File: src/rtl/writeback_stage.sv
// writeback_stage
//   Final pipeline stage. Holds the MEM/WB pipeline register, selects the
//   write-back value with result_src and drives the integer and FP
//   register-file write ports. Instructions that read the input port wait
//   here (holding the whole pipeline through wb_busy) until in_valid is seen.
//   Retired instructions are counted in instret.
//
// Ports
//   clk, rstn               clock, asynchronous active-low reset
//   stall, flush            hazard unit controls for the MEM/WB register
//   *_m                     instruction fields from the memory stage
//   in_data/in_valid        input-port data and its availability
//   in_ready                input-port data consumed this cycle
//   reg_write_w             integer register-file write strobe (x0 suppressed)
//   fpu_reg_write_w         FP register-file write strobe
//   rd_w, result_w          write index and data (also the forwarding source)
//   wb_busy                 stall request to all upstream stages
//   instret                 retired-instruction count (wraps)
module writeback_stage #(
  parameter int         CNT_W  = 64,
  parameter logic [2:0] IN_SRC = 3'd5
) (
  input  logic             clk,
  input  logic             rstn,
  input  logic             stall,
  input  logic             flush,
  input  logic             valid_m,
  input  logic             reg_write_m,
  input  logic             fpu_reg_write_m,
  input  logic [2:0]       result_src_m,
  input  logic [4:0]       rd_m,
  input  logic [31:0]      alu_result_m,
  input  logic [31:0]      read_data_m,
  input  logic [31:0]      pc_plus4_m,
  input  logic [31:0]      imm_ext_m,
  input  logic [31:0]      fpu_result_m,
  input  logic [31:0]      rd1_m,
  input  logic [31:0]      fpu_rd1_m,
  input  logic [31:0]      in_data,
  input  logic             in_valid,
  output logic             in_ready,
  output logic             reg_write_w,
  output logic             fpu_reg_write_w,
  output logic [4:0]       rd_w,
  output logic [31:0]      result_w,
  output logic             wb_busy,
  output logic [CNT_W-1:0] instret
);

  // MEM/WB register
  logic             valid_reg;
  logic             done_reg;
  logic             reg_write_reg;
  logic             fpu_reg_write_reg;
  logic [2:0]       result_src_reg;
  logic [4:0]       rd_reg;
  logic [31:0]      alu_result_reg;
  logic [31:0]      read_data_reg;
  logic [31:0]      pc_plus4_reg;
  logic [31:0]      imm_ext_reg;
  logic [31:0]      fpu_result_reg;
  logic [31:0]      rd1_reg;
  logic [31:0]      fpu_rd1_reg;
  logic [CNT_W-1:0] instret_reg;

  logic live;
  logic is_in;
  logic wait_in;
  logic retire;

  // done marks an entry that already wrote while being held by stall, so a
  // frozen entry neither writes nor counts a second time.
  assign live    = valid_reg & ~done_reg;
  assign is_in   = (result_src_reg == IN_SRC);
  assign wait_in = live & is_in & ~in_valid;
  assign retire  = live & ~wait_in;

  assign wb_busy         = wait_in;
  assign in_ready        = live & is_in & in_valid;
  assign reg_write_w     = retire & reg_write_reg & (rd_reg != 5'd0);
  assign fpu_reg_write_w = retire & fpu_reg_write_reg;
  assign rd_w            = rd_reg;
  assign instret         = instret_reg;

  // Result select as a one-hot AND-OR over the eight candidate sources.
  // Source 5 is the live input port, not a registered value.
  logic [31:0] mux_in     [8];
  logic [31:0] mux_masked [8];

  assign mux_in[0] = alu_result_reg;
  assign mux_in[1] = read_data_reg;
  assign mux_in[2] = pc_plus4_reg;
  assign mux_in[3] = imm_ext_reg;
  assign mux_in[4] = fpu_result_reg;
  assign mux_in[5] = in_data;
  assign mux_in[6] = rd1_reg;
  assign mux_in[7] = fpu_rd1_reg;

  genvar gi;
  generate
    for (gi = 0; gi < 8; gi++) begin : g_sel
      assign mux_masked[gi] = (result_src_reg == 3'(gi)) ? mux_in[gi] : 32'd0;
    end
  endgenerate

  always_comb begin
    result_w = 32'd0;
    for (int i = 0; i < 8; i++) begin
      result_w = result_w | mux_masked[i];
    end
  end

  always_ff @(posedge clk or negedge rstn) begin
    if (!rstn) begin
      valid_reg         <= 1'b0;
      done_reg          <= 1'b0;
      reg_write_reg     <= 1'b0;
      fpu_reg_write_reg <= 1'b0;
      result_src_reg    <= 3'd0;
      rd_reg            <= 5'd0;
      alu_result_reg    <= 32'd0;
      read_data_reg     <= 32'd0;
      pc_plus4_reg      <= 32'd0;
      imm_ext_reg       <= 32'd0;
      fpu_result_reg    <= 32'd0;
      rd1_reg           <= 32'd0;
      fpu_rd1_reg       <= 32'd0;
      instret_reg       <= '0;
    end else begin
      if (retire) begin
        instret_reg <= instret_reg + CNT_W'(1);
      end
      // While waiting on the input port nothing may displace the entry,
      // not even a flush: the waiting instruction always completes.
      if (wait_in) begin
        valid_reg <= valid_reg;
      end else if (flush) begin
        valid_reg <= 1'b0;
        done_reg  <= 1'b0;
      end else if (stall) begin
        done_reg <= done_reg | retire;
      end else begin
        valid_reg         <= valid_m;
        done_reg          <= 1'b0;
        reg_write_reg     <= reg_write_m;
        fpu_reg_write_reg <= fpu_reg_write_m;
        result_src_reg    <= result_src_m;
        rd_reg            <= rd_m;
        alu_result_reg    <= alu_result_m;
        read_data_reg     <= read_data_m;
        pc_plus4_reg      <= pc_plus4_m;
        imm_ext_reg       <= imm_ext_m;
        fpu_result_reg    <= fpu_result_m;
        rd1_reg           <= rd1_m;
        fpu_rd1_reg       <= fpu_rd1_m;
      end
    end
  end

endmodule
File: config.mk
export PLATFORM = sky130hd
export DESIGN_NAME = writeback_stage
export DESIGN_NICKNAME = d
export VERILOG_FILES = /design/src/rtl/writeback_stage.sv
export SDC_FILE = /design/constraint.sdc
export NUM_CORES = 1
export LEC_CHECK = 0
export CAP_MARGIN = 20
export CORE_ASPECT_RATIO = 1.1
export CORE_MARGIN = 5
export CORE_UTILIZATION = 36
export CTS_CLUSTER_SIZE = 20
export DETAILED_ROUTE_END_ITERATION = 6
export SETUP_SLACK_MARGIN = 0.02
export SKIP_LAST_GASP = 1
export SLEW_MARGIN = 20
export SYNTH_ARGS = -nofsm -noshare
export SYNTH_HDL_FRONTEND = slang
export SYNTH_SLANG_ARGS = --single-unit
export TNS_END_PERCENT = 20
File: constraint.sdc
create_clock -name clk -period 2 [get_ports clk]
set_input_delay 0.3 -clock clk [delete_from_list [all_inputs] [get_ports clk]]
set_output_delay 0.3 -clock clk [all_outputs]
set_load 0.05 [all_outputs]
==> results.txt <==
Post-Syn Area = 13910 µm²
share of cells above drive strength 1 = 41.68%
Vias per Instance = 5.108
LEAKAGE = 9.459 nW
net count after synthesis = 1364
DR WL/cell = 22.81 µm
top cell type by total area after synthesis = dfrtp_1
Rel. slew slack = 58.85%
antenna-violating nets left = 0
number of I/O pins = 377
Post-Synth XOR/XNOR Area = 3.967%
CTS HTree Levels = 2
Final Non-Filler Cells = 2142
setup violators final = 358
Core Area = 38190 µm²
Fill cells = 3089
Sum Neg Setup Slack = -97.68 ns
Synth Area in Simple Gates = 9.004%
worst min-delay path category = input port to asynchronous set/reset pin
Final nets = 1881
GP Congestion = 0.8612
synthesized netlist cell count = 1091
post-synthesis sequential area ratio = 53.97%
worst setup margin = -0.5209 ns
Worst Max-Slew Pin Slew = 0.6158 ns
RSZ-0062 raised after global routing = true
PortBufs = 376
Chip Width = 197.4 µm
Crit path required time = 1.70 ns
Compound-Gate Fraction of Synth Area = 6.315%
Post-DP HPWL = 35.51 mm
final hold violations = 0
First-pass DRT Iterations = 5
minimum clock period = 2.521 ns
routed via count = 10940
initial antenna violation count = 21
crit path kind = flip-flop to output pin
commonest cells after routing, fill and taps aside = 325 x clkdlybuf4s50_1, 297 x dfrtp_1, 258 x mux2_2
vias in the first global route = 11820
largest family of logic cells by synthesized area = multiplexers
gr ovfl total = 0
max-slew violations = 0
Worst-Skew Late Latency = 0.52 ns
Tot GR Track Use = 22.23%
initial drt markers = 441
fin crit share = 126.0%
drc violations = 0
fin util = 59.53%
CTS sink count = 300
syn avg cell area = 12.75 µm²
design area = 22740 µm²
commonest non-fill, non-tap cell in the layout = clkdlybuf4s50_1
Clock Skews = 0.01932 ns
critical path endpoint category = output pin
Die Y = 216.2 µm
clk buf depth = 3
Worst Setup Start Kind = flip-flop
max-cap violation count = 0
DIE AREA = 42670 µm²
Peak supply drop = 0.6335 mV
main flop type after synthesis = dfrtp_1
mux cell area share after synthesis = 24.13%
FF+latch count, synth = 300
synth warn = 0
Post-synth EDFFs = 0
Cell Pwr Density = 885.0 nW/µm²
status = complete, but fails checks
clk slew on worst S/H paths = 0.06 ns
first-pass GRT wire length = 73.13 mm
CP max FO = 5
area share of the largest cell type after synthesis = 53.97%
fraction of registers with async set/reset = 100.0%
Distinct cells, synth = 45
area delta synth->final = 63.47%
FP Rows = 75
CTS tree = done
pin count of the biggest net entering global routing = 52
Largest register FFs = 64
FMAX = 396.7 MHz
Starting Density = 36.42%
Root Buffer = clkbuf_16
synth top area cells = dfrtp_1 54%, mux2_2 21%, xor2_1 2.6%
WP data arrival = 2.22 ns
DRT Wirelength = 48.86 mm
failing checks = negative setup slack
dpl cells = 2028
Area after DPL = 19930 µm²
adder-cell share of the synthesized area = 0.08995%
CTS Buf Count = 34
==> synthesized netlist by cell type, types with 2 or more instances <==
cell type and count:
or3_1 2, buf_1 2, xnor2_1 22, xor2_1 41, and2_1 5, o21ai_0 29, inv_1 10, nor3_2 7
a22oi_1 32, nand4_1 18, nor2b_1 6, mux2_2 259, and3_1 4, buf_2 28, a21oi_1 16, nor3_1 20
nand3_1 21, nand3_2 3, nand4_2 3, dfrtp_1 300, clkbuf_1 33, a221oi_1 23, nor4_2 4, o22ai_1 4
mux2i_1 35, nand2_1 69, o221ai_1 19, o311a_1 2, mux4_2 4, buf_6 3, nor2_1 44, and4_1 4
nor4_1 6, nor4_4 2
==> cell families after synthesis <==
group,count (synthesis)
AO/OA/AOI/OAI,125
AND/OR/NAND/NOR,227
flip-flops,300
buffers and inverters,77
XOR/XNOR,63
adder cells (fa/ha/maj),1
multiplexers,298
==> routing by layer <==
layer | vias up | share of wire [%] | global-route usage [%]
met4 | 14 | 2.7 | 7.582
met5 | - | 0.19 | 0
li1 | 5031 | - | -
met3 | 73 | 7.6 | 6.787
met1 | 5496 | 41 | 28.41
met2 | 327 | 49 | 35.97
==> stage by stage <==
step	setup slack, ns	power, mW	hold slack [ns]
after floorplan	-0.1659	10.40	0.004409
after global placement	-0.3047	13.19	0.2712
after detailed placement	-0.3642	13.25	0.2776
after CTS	-0.5677	20.17	0.3085
after global routing	-0.5897	20.96	0.3334
final	-0.5209	20.12	0.3158
==> worst paths after layout <==
check,from,end,slack (ns),depth (start not counted)
min in group clk,valid_m,valid_reg,0.33,3
max,result_src_reg[2],result_w[14],-0.52,7
max in group asynchronous,rstn,rd1_reg[11],1.02,3
max reg2reg,result_src_reg[2],fpu_result_reg[5],-0.39,9
min,rstn,instret[22],0.32,2
min reg2reg,instret[7],instret[7],0.49,1
==> area by class of cell <==
cell class / count / area (µm²) / share of cell area, %
Tap cell: 500 / 625.6 / 2.751
Sequential cell: 300 / 7516 / 33.05
Clock inverter: 6 / 55.05 / 0.2421
Clock buffer: 51 / 1059 / 4.655
Timing Repair Buffer: 547 / 6391 / 28.11
Multi-Input combinational cell: 715 / 7020 / 30.88
Antenna cell: 13 / 32.53 / 0.1431
Inverter: 10 / 38.79 / 0.1706
==> worst max-delay path, cell delays in order, from the launching register on <==
cell,delay (ns)
dfrtp_4,0.52
buf_12,0.16
buf_6,0.12
mux2_4,0.30
a221oi_2,0.21
buf_4,0.15
o22ai_4,0.06
buf_8,0.17
==> timing repair <==
item                       CTS  global route
pin swaps                   41            20
setup endpoints to repair  352           378
hold endpoints to repair    41             0
cloned                      14            11
setup buffers               22             6
hold buffers                 1             0
resized for setup          134            50
==> where the power goes <==
part / internal, mW / switching (mW)
clock network: 3.77 / 2.50
registers: 6.83 / 0.521
logic: 3.42 / 3.08
total: 14.0 / 6.10
(Power assumes the default switching activity.)
